===== config.mk =====
export PLATFORM = sky130hd
export DESIGN_NAME = conv_loop_ctrl
export DESIGN_NICKNAME = d
export VERILOG_FILES = /design/src/rtl/conv_ctrl_pkg.sv /design/src/rtl/wrap_counter.sv /design/src/rtl/conv_loop_ctrl.sv
export SDC_FILE = /design/constraint.sdc
export NUM_CORES = 1
export LEC_CHECK = 0
export ABC_CLOCK_PERIOD_IN_PS = 4000
export CAP_MARGIN = 30
export CORE_UTILIZATION = 45
export DETAILED_ROUTE_END_ITERATION = 12
export PLACE_DENSITY = 0.74
export RECOVER_POWER = 100
export SYNTH_ARGS = -nofsm -noshare
export SYNTH_HDL_FRONTEND = slang
export SYNTH_SLANG_ARGS = --single-unit

===== constraint.sdc =====
create_clock -name clk -period 4 [get_ports clk]
set_input_delay 1.2 -clock clk [delete_from_list [all_inputs] [get_ports clk]]
set_output_delay 1.2 -clock clk [all_outputs]
set_load 0.005 [all_outputs]

===== src/rtl/conv_ctrl_pkg.sv =====
// Shared types and index-width helpers for the convolution loop controller.
package conv_ctrl_pkg;

  typedef enum logic [1:0] {
    ST_IDLE = 2'd0,
    ST_RUN  = 2'd1,
    ST_OUT  = 2'd2
  } state_e;

  // Unsigned index width for a loop of n iterations (at least 1 bit).
  function automatic int unsigned idx_w(input int unsigned n);
    return (n <= 1) ? 1 : $clog2(n);
  endfunction

  // Signed coordinate width for a map dimension of n pixels.
  function automatic int unsigned coord_w(input int unsigned n);
    return $clog2(n) + 1;
  endfunction

endpackage


===== src/rtl/wrap_counter.sv =====
// Loop counter: advances on inc, returns to zero after max, flags wrap in the same cycle.
module wrap_counter #(
  parameter int unsigned WIDTH = 4
) (
  input  logic             clk,
  input  logic             rst_n,
  input  logic             inc,
  input  logic [WIDTH-1:0] max,
  output logic [WIDTH-1:0] count,
  output logic             wrap
);

  logic [WIDTH-1:0] count_q, count_d;

  always_comb begin
    count_d = count_q;
    if (inc) count_d = (count_q == max) ? '0 : count_q + WIDTH'(1);
  end

  always_ff @(posedge clk) begin
    if (!rst_n) count_q <= '0;
    else        count_q <= count_d;
  end

  assign count = count_q;
  assign wrap  = inc && (count_q == max);

endmodule


===== src/rtl/conv_loop_ctrl.sv =====
// Convolution loop sequencer: walks oy/ox/och-group/ky/kx/ich, emits step indices
// with padding detection, and hands each finished group to the output side.
module conv_loop_ctrl
  import conv_ctrl_pkg::*;
#(
  parameter int unsigned FEATURE_MAP_WIDTH  = 64,
  parameter int unsigned FEATURE_MAP_HEIGHT = 64,
  parameter int unsigned INPUT_NB_CHANNELS  = 4,
  parameter int unsigned OUTPUT_NB_CHANNELS = 32,
  parameter int unsigned KERNEL_SIZE        = 3,
  parameter int unsigned OC_PARALLEL        = 4,
  localparam int unsigned ICW = idx_w(INPUT_NB_CHANNELS),
  localparam int unsigned KW  = idx_w(KERNEL_SIZE),
  localparam int unsigned OBW = idx_w(OUTPUT_NB_CHANNELS),
  localparam int unsigned XW  = idx_w(FEATURE_MAP_WIDTH),
  localparam int unsigned YW  = idx_w(FEATURE_MAP_HEIGHT),
  localparam int unsigned CXW = coord_w(FEATURE_MAP_WIDTH),
  localparam int unsigned CYW = coord_w(FEATURE_MAP_HEIGHT)
) (
  input  logic                  clk,
  input  logic                  arst_n_in,
  input  logic                  start,
  input  logic                  cfg_same_pad,
  input  logic                  cfg_stride2,
  input  logic                  con_valid,
  output logic                  con_ready,
  output logic                  step_fire,
  output logic signed [CXW-1:0] in_x,
  output logic signed [CYW-1:0] in_y,
  output logic [ICW-1:0]        ich,
  output logic [KW-1:0]         kx,
  output logic [KW-1:0]         ky,
  output logic [OBW-1:0]        och_base,
  output logic                  pad_zero,
  output logic                  acc_first,
  output logic                  acc_last,
  output logic                  output_valid,
  input  logic                  output_ready,
  output logic [XW-1:0]         output_x,
  output logic [YW-1:0]         output_y,
  output logic [OBW-1:0]        output_ch,
  output logic                  running,
  output logic                  done
);

  localparam int unsigned W  = FEATURE_MAP_WIDTH;
  localparam int unsigned H  = FEATURE_MAP_HEIGHT;
  localparam int unsigned K  = KERNEL_SIZE;
  localparam int unsigned NG = OUTPUT_NB_CHANNELS / OC_PARALLEL;
  localparam int unsigned GW = idx_w(NG);
  localparam int unsigned XI = XW + KW + 3;
  localparam int unsigned YI = YW + KW + 3;

  // Last output column/row index for each padding/stride combination.
  localparam logic [XW-1:0] OXM_V1 = XW'(W - K);
  localparam logic [XW-1:0] OXM_V2 = XW'((W - K) / 2);
  localparam logic [XW-1:0] OXM_S1 = XW'(W - 1);
  localparam logic [XW-1:0] OXM_S2 = XW'((W + 1) / 2 - 1);
  localparam logic [YW-1:0] OYM_V1 = YW'(H - K);
  localparam logic [YW-1:0] OYM_V2 = YW'((H - K) / 2);
  localparam logic [YW-1:0] OYM_S1 = YW'(H - 1);
  localparam logic [YW-1:0] OYM_S2 = YW'((H + 1) / 2 - 1);

  localparam logic signed [XI-1:0] HALF_KX = XI'(K / 2);
  localparam logic signed [YI-1:0] HALF_KY = YI'(K / 2);
  localparam logic signed [XI-1:0] W_LIM   = XI'(W);
  localparam logic signed [YI-1:0] H_LIM   = YI'(H);

  state_e state_q, state_d;
  logic   same_q, same_d;
  logic   stride2_q, stride2_d;
  logic   done_q, done_d;

  logic [ICW-1:0] ich_cnt;
  logic [KW-1:0]  kx_cnt, ky_cnt;
  logic [GW-1:0]  grp_cnt;
  logic [XW-1:0]  ox_cnt, ox_max;
  logic [YW-1:0]  oy_cnt, oy_max;
  logic ich_wrap, kx_wrap, ky_wrap, grp_wrap, ox_wrap, oy_wrap;

  logic run_st, out_st, out_accept, pad_c;
  logic [XI-1:0] ox_scaled;
  logic [YI-1:0] oy_scaled;
  logic signed [XI-1:0] in_x_w;
  logic signed [YI-1:0] in_y_w;

  assign run_st     = (state_q == ST_RUN);
  assign out_st     = (state_q == ST_OUT);
  assign out_accept = out_st && output_ready;

  assign ox_max = same_q ? (stride2_q ? OXM_S2 : OXM_S1) : (stride2_q ? OXM_V2 : OXM_V1);
  assign oy_max = same_q ? (stride2_q ? OYM_S2 : OYM_S1) : (stride2_q ? OYM_V2 : OYM_V1);

  // Inner counters wrap to zero on the group's last step; outer ones move on output accept.
  wrap_counter #(.WIDTH(ICW)) u_ich (.clk(clk), .rst_n(arst_n_in), .inc(step_fire),
    .max(ICW'(INPUT_NB_CHANNELS - 1)), .count(ich_cnt), .wrap(ich_wrap));
  wrap_counter #(.WIDTH(KW)) u_kx (.clk(clk), .rst_n(arst_n_in), .inc(ich_wrap),
    .max(KW'(K - 1)), .count(kx_cnt), .wrap(kx_wrap));
  wrap_counter #(.WIDTH(KW)) u_ky (.clk(clk), .rst_n(arst_n_in), .inc(kx_wrap),
    .max(KW'(K - 1)), .count(ky_cnt), .wrap(ky_wrap));
  wrap_counter #(.WIDTH(GW)) u_grp (.clk(clk), .rst_n(arst_n_in), .inc(out_accept),
    .max(GW'(NG - 1)), .count(grp_cnt), .wrap(grp_wrap));
  wrap_counter #(.WIDTH(XW)) u_ox (.clk(clk), .rst_n(arst_n_in), .inc(grp_wrap),
    .max(ox_max), .count(ox_cnt), .wrap(ox_wrap));
  wrap_counter #(.WIDTH(YW)) u_oy (.clk(clk), .rst_n(arst_n_in), .inc(ox_wrap),
    .max(oy_max), .count(oy_cnt), .wrap(oy_wrap));

  // Input coordinate computed wide so the pad test never sees a wrapped value.
  assign ox_scaled = stride2_q ? (XI'(ox_cnt) << 1) : XI'(ox_cnt);
  assign oy_scaled = stride2_q ? (YI'(oy_cnt) << 1) : YI'(oy_cnt);
  assign in_x_w = $signed(ox_scaled) + $signed(XI'(kx_cnt)) - (same_q ? HALF_KX : '0);
  assign in_y_w = $signed(oy_scaled) + $signed(YI'(ky_cnt)) - (same_q ? HALF_KY : '0);
  assign pad_c  = in_x_w[XI-1] || (in_x_w >= W_LIM) || in_y_w[YI-1] || (in_y_w >= H_LIM);

  assign in_x      = in_x_w[CXW-1:0];
  assign in_y      = in_y_w[CYW-1:0];
  assign ich       = ich_cnt;
  assign kx        = kx_cnt;
  assign ky        = ky_cnt;
  assign och_base  = OBW'(32'(grp_cnt) * OC_PARALLEL);
  assign pad_zero  = run_st && pad_c;
  assign con_ready = run_st && !pad_c;
  assign step_fire = run_st && (pad_c || con_valid);
  assign acc_first = run_st && (ky_cnt == '0) && (kx_cnt == '0) && (ich_cnt == '0);
  assign acc_last  = run_st && (ky_cnt == KW'(K - 1)) && (kx_cnt == KW'(K - 1))
                     && (ich_cnt == ICW'(INPUT_NB_CHANNELS - 1));

  assign output_valid = out_st;
  assign output_x     = ox_cnt;
  assign output_y     = oy_cnt;
  assign output_ch    = och_base;
  assign running      = (state_q != ST_IDLE);
  assign done         = done_q;

  always_comb begin
    state_d   = state_q;
    same_d    = same_q;
    stride2_d = stride2_q;
    done_d    = 1'b0;
    unique case (state_q)
      ST_IDLE: begin
        if (start) begin
          state_d   = ST_RUN;
          same_d    = cfg_same_pad;
          stride2_d = cfg_stride2;
        end
      end
      ST_RUN: begin
        if (step_fire && acc_last) state_d = ST_OUT;
      end
      ST_OUT: begin
        if (output_ready) begin
          if (oy_wrap) begin
            state_d = ST_IDLE;
            done_d  = 1'b1;
          end else begin
            state_d = ST_RUN;
          end
        end
      end
      default: state_d = ST_IDLE;
    endcase
  end

  always_ff @(posedge clk) begin
    if (!arst_n_in) begin
      state_q   <= ST_IDLE;
      same_q    <= 1'b0;
      stride2_q <= 1'b0;
      done_q    <= 1'b0;
    end else begin
      state_q   <= state_d;
      same_q    <= same_d;
      stride2_q <= stride2_d;
      done_q    <= done_d;
    end
  end

endmodule

==> flow_summary.ini <==
[floorplan]
dieArea_um2 = 5480
die_width_um = 74.1
io_pins = 57
core_um2 = 4850
fp-row-count = 25
start_util_pct = 48.2
die_y_um = 74.1

[route]
ant_nets = 0
avgViaCountPerCell = 5.19
drt_first_pass_iters = 4
wl_per_cell_um = 14.1
wl_um = 6520
vias = 2399
first_iter_violations = 74
drc_errors = 0

[grt]
grt_start_max_net_pins = 16
track_usage_pct = 24.1
grt_pass1_vias = 2338
grt_overflow = 0
grt_pass1_wl_um = 10300
antenna_found_initial = 0

[critical_path]
arrival_ps = 2920
cp-start-kind = flip-flop
end_kind = output port
r2r_setup_slack_ps = 1100
regToRegStartpoint = stride2_q$_SDFFE_PN0P_
cp.required_ps = 2800
path_class = flip-flop to output port
reg2reg_to = state_q[1]$_SDFFE_PN0P_
r2r_cells = 11
cp_max_fo = 5

[sta]
setup_tns_ps = -196
fin_ws_ps = -119
fin_skew_ps = 14.2
final_hold_viol_count = 0
tightest_slew_ps = 686
fin_crit_ps = 4120
rsz0062_at_grt = yes
whs_ps = 489
setup_viol = 3
max_freq_mhz = 243
maxSlewViolCount = 0
period_share_pct = 103
slew_headroom_pct = 54.3

[final_layout]
layout-drive-gt1-share_pct = 30.1
area_growth_pct = 55.7
final_cells = 462
diodes = 0
utilization_pct = 75.0
fin_nets = 433
n_fill_cell = 375

[logic_synthesis]
synth_top_family_by_area = simple AND/OR/NAND/NOR gates
muxShareOfSynthArea_pct = 8.14
synth_edf_count = 0
synthSimpleGateAreaFrac_pct = 21.6
synth_xor_xnor_area_share_pct = 7.50
yosysTopAreaCell = dfxtp_1
synth_common_cells = ha_1, inv_1, dfxtp_1
synth_compound_area_share_pct = 15.9
synth-seq-cells = 26
yosysUniqueCellTypes = 53
synth.avg_cell_area_um2 = 8.31
ys_dominant_reg_cell = dfxtp_1
syn_inst = 281
yosysSeqAreaShare_pct = 22.3
yosys-top-cells-area = dfxtp_1, ha_1, mux2i_1
netlist_area_um2 = 2340
async_flop_share_pct = 0
yosys_warnings = 0
synth-adder-area-share_pct = 16.7
synth_top_area_share_pct = 22.3

[pwr]
ir_drop_mv = 0.188
leakagePower_nw = 1.67
p_per_area_nw_per_um2 = 178

[placement]
hpwl_um = 4730
pre_cts_ws_ps = -362
gp_congestion = 0.882
dp.cells = 454
numPortBuffers = 52

[clock_network]
clock_latency_ps = 290
clk_path_buf_depth = 2
cts.hold.buffers_added = 0
clock_sinks = 26
cts_tree = yes
htreeDepth = 1
cts-buffers-inserted = 3
clk_pin_slew_ps = 110
clk_root_buffer_cell = clkbuf_8

[status]
failed_checks = negative setup slack
status = complete, but fails checks

[worst_hold_path]
hold_end = u_grp.count[2]$_SDFFE_PN0P_
hp-start = u_grp.count[2]$_SDFFE_PN0P_
min_path_cells = 2
hp-class = flip-flop to flip-flop

[flow_run]
max_cap_violations = 0
==> timing repair <==
| item | CTS | global route |
|---|---|---|
| setup buffers | 7 | 0 |
| gates cloned | 0 | 0 |
| resized for setup | 37 | 26 |
| setup endpoints to repair | 9 | 8 |
| pin swaps | 17 | 5 |
==> where the power goes <==
group	internal, mW	switching (mW)
combinational	0.0870	0.0645
sequential	0.263	0.00649
clock	0.134	0.0933
==> through the flow <==
step	cell area (um^2)	power [mW]
6_report	3640	0.649
5_1_grt	3640	0.678
4_1_cts	3510	0.645
3_5_place_dp	3350	0.414
3_3_place_gp	3350	0.412
2_1_floorplan	2350	0.346
==> worst max path at each step <==
stage / startpoint / endpoint / slack (ps) / depth (start not counted)
3_5_place_dp: stride2_q$_SDFFE_PN0P_ / con_ready / -360 / 10
3_3_place_gp: stride2_q$_SDFFE_PN0P_ / con_ready / -240 / 10
4_1_cts: u_kx.count[0]$_SDFFE_PN0P_ / step_fire / -110 / 12
2_1_floorplan: stride2_q$_SDFFE_PN0P_ / con_ready / 5 / 11
5_1_grt: stride2_q$_SDFFE_PN0P_ / step_fire / -230 / 12
6_report: stride2_q$_SDFFE_PN0P_ / step_fire / -120 / 11
==> sequential cells by signal, summed over array words and instances, names as in the netlist <==
name	count
done	1
same_q	1
state_q	2
stride2_q	1
u_grp.count	3
u_ich.count	2
u_kx.count	2
u_ky.count	2
u_ox.count	6
u_oy.count	6
==> logic make-up (layout without fill, tap and decap cells) <==
kind of cell | count (synthesis) | count (layout)
other | 1 | 4
adders and majority gates | 30 | 30
AOI/OAI and AO/OA | 49 | 49
muxes | 19 | 19
buffers and inverters | 41 | 152
xor gates and xnor gates | 20 | 20
DFF | 26 | 26
and+or+nand+nor | 95 | 95
==> metal layers <==
layer  up-vias  share of wire [%]  global-route usage, %
met5         -                  0                      0
met4         0                1.7                   5.98
met3        12                2.3                   2.98
met2        50                 51                   46.0
met1      1138                 45                   28.4
li1       1199                  -                      -
==> worst max-delay path, stage by stage, from the launching register on <==
cell,delay [ps]
dfxtp_4,390
mux2i_1,130
ha_1,330
inv_2,60
fa_2,370
a211oi_4,300
o211a_1,230
nor4_4,70
nor4_4,400
buf_4,180
a21oi_2,50
buf_2,130
==> placed cells by master (no fill, tap or decap), types with 4 or more instances in the layout <==
cell type / instances
ha_1: 20
nand2_1: 23
ha_4: 4
xor2_1: 10
clkdlybuf4s50_1: 30
xnor2_1: 10
inv_2: 4
nor2_1: 22
conb_1: 4
a21oi_1: 11
nor3_1: 5
nand3_1: 8
buf_4: 65
a21o_1: 5
mux2i_1: 15
nand2b_1: 5
dlygate4sd3_1: 13
nand4_1: 6
a21oi_2: 6
inv_1: 24
nor2b_1: 8
dfxtp_1: 22
ha_2: 4
==> cell type report <==
class | instances | area [um^2] | share of cell area, %
timing repair buffer | 119 | 1020 | 28.0
inverter | 29 | 109 | 2.99
sequential | 26 | 528 | 14.5
clock buffer | 3 | 41.3 | 1.14
tap | 67 | 83.8 | 2.30
clock inverter | 1 | 30.0 | 0.826
multi-input combinational | 217 | 1830 | 50.2
(Power assumes the default switching activity.)
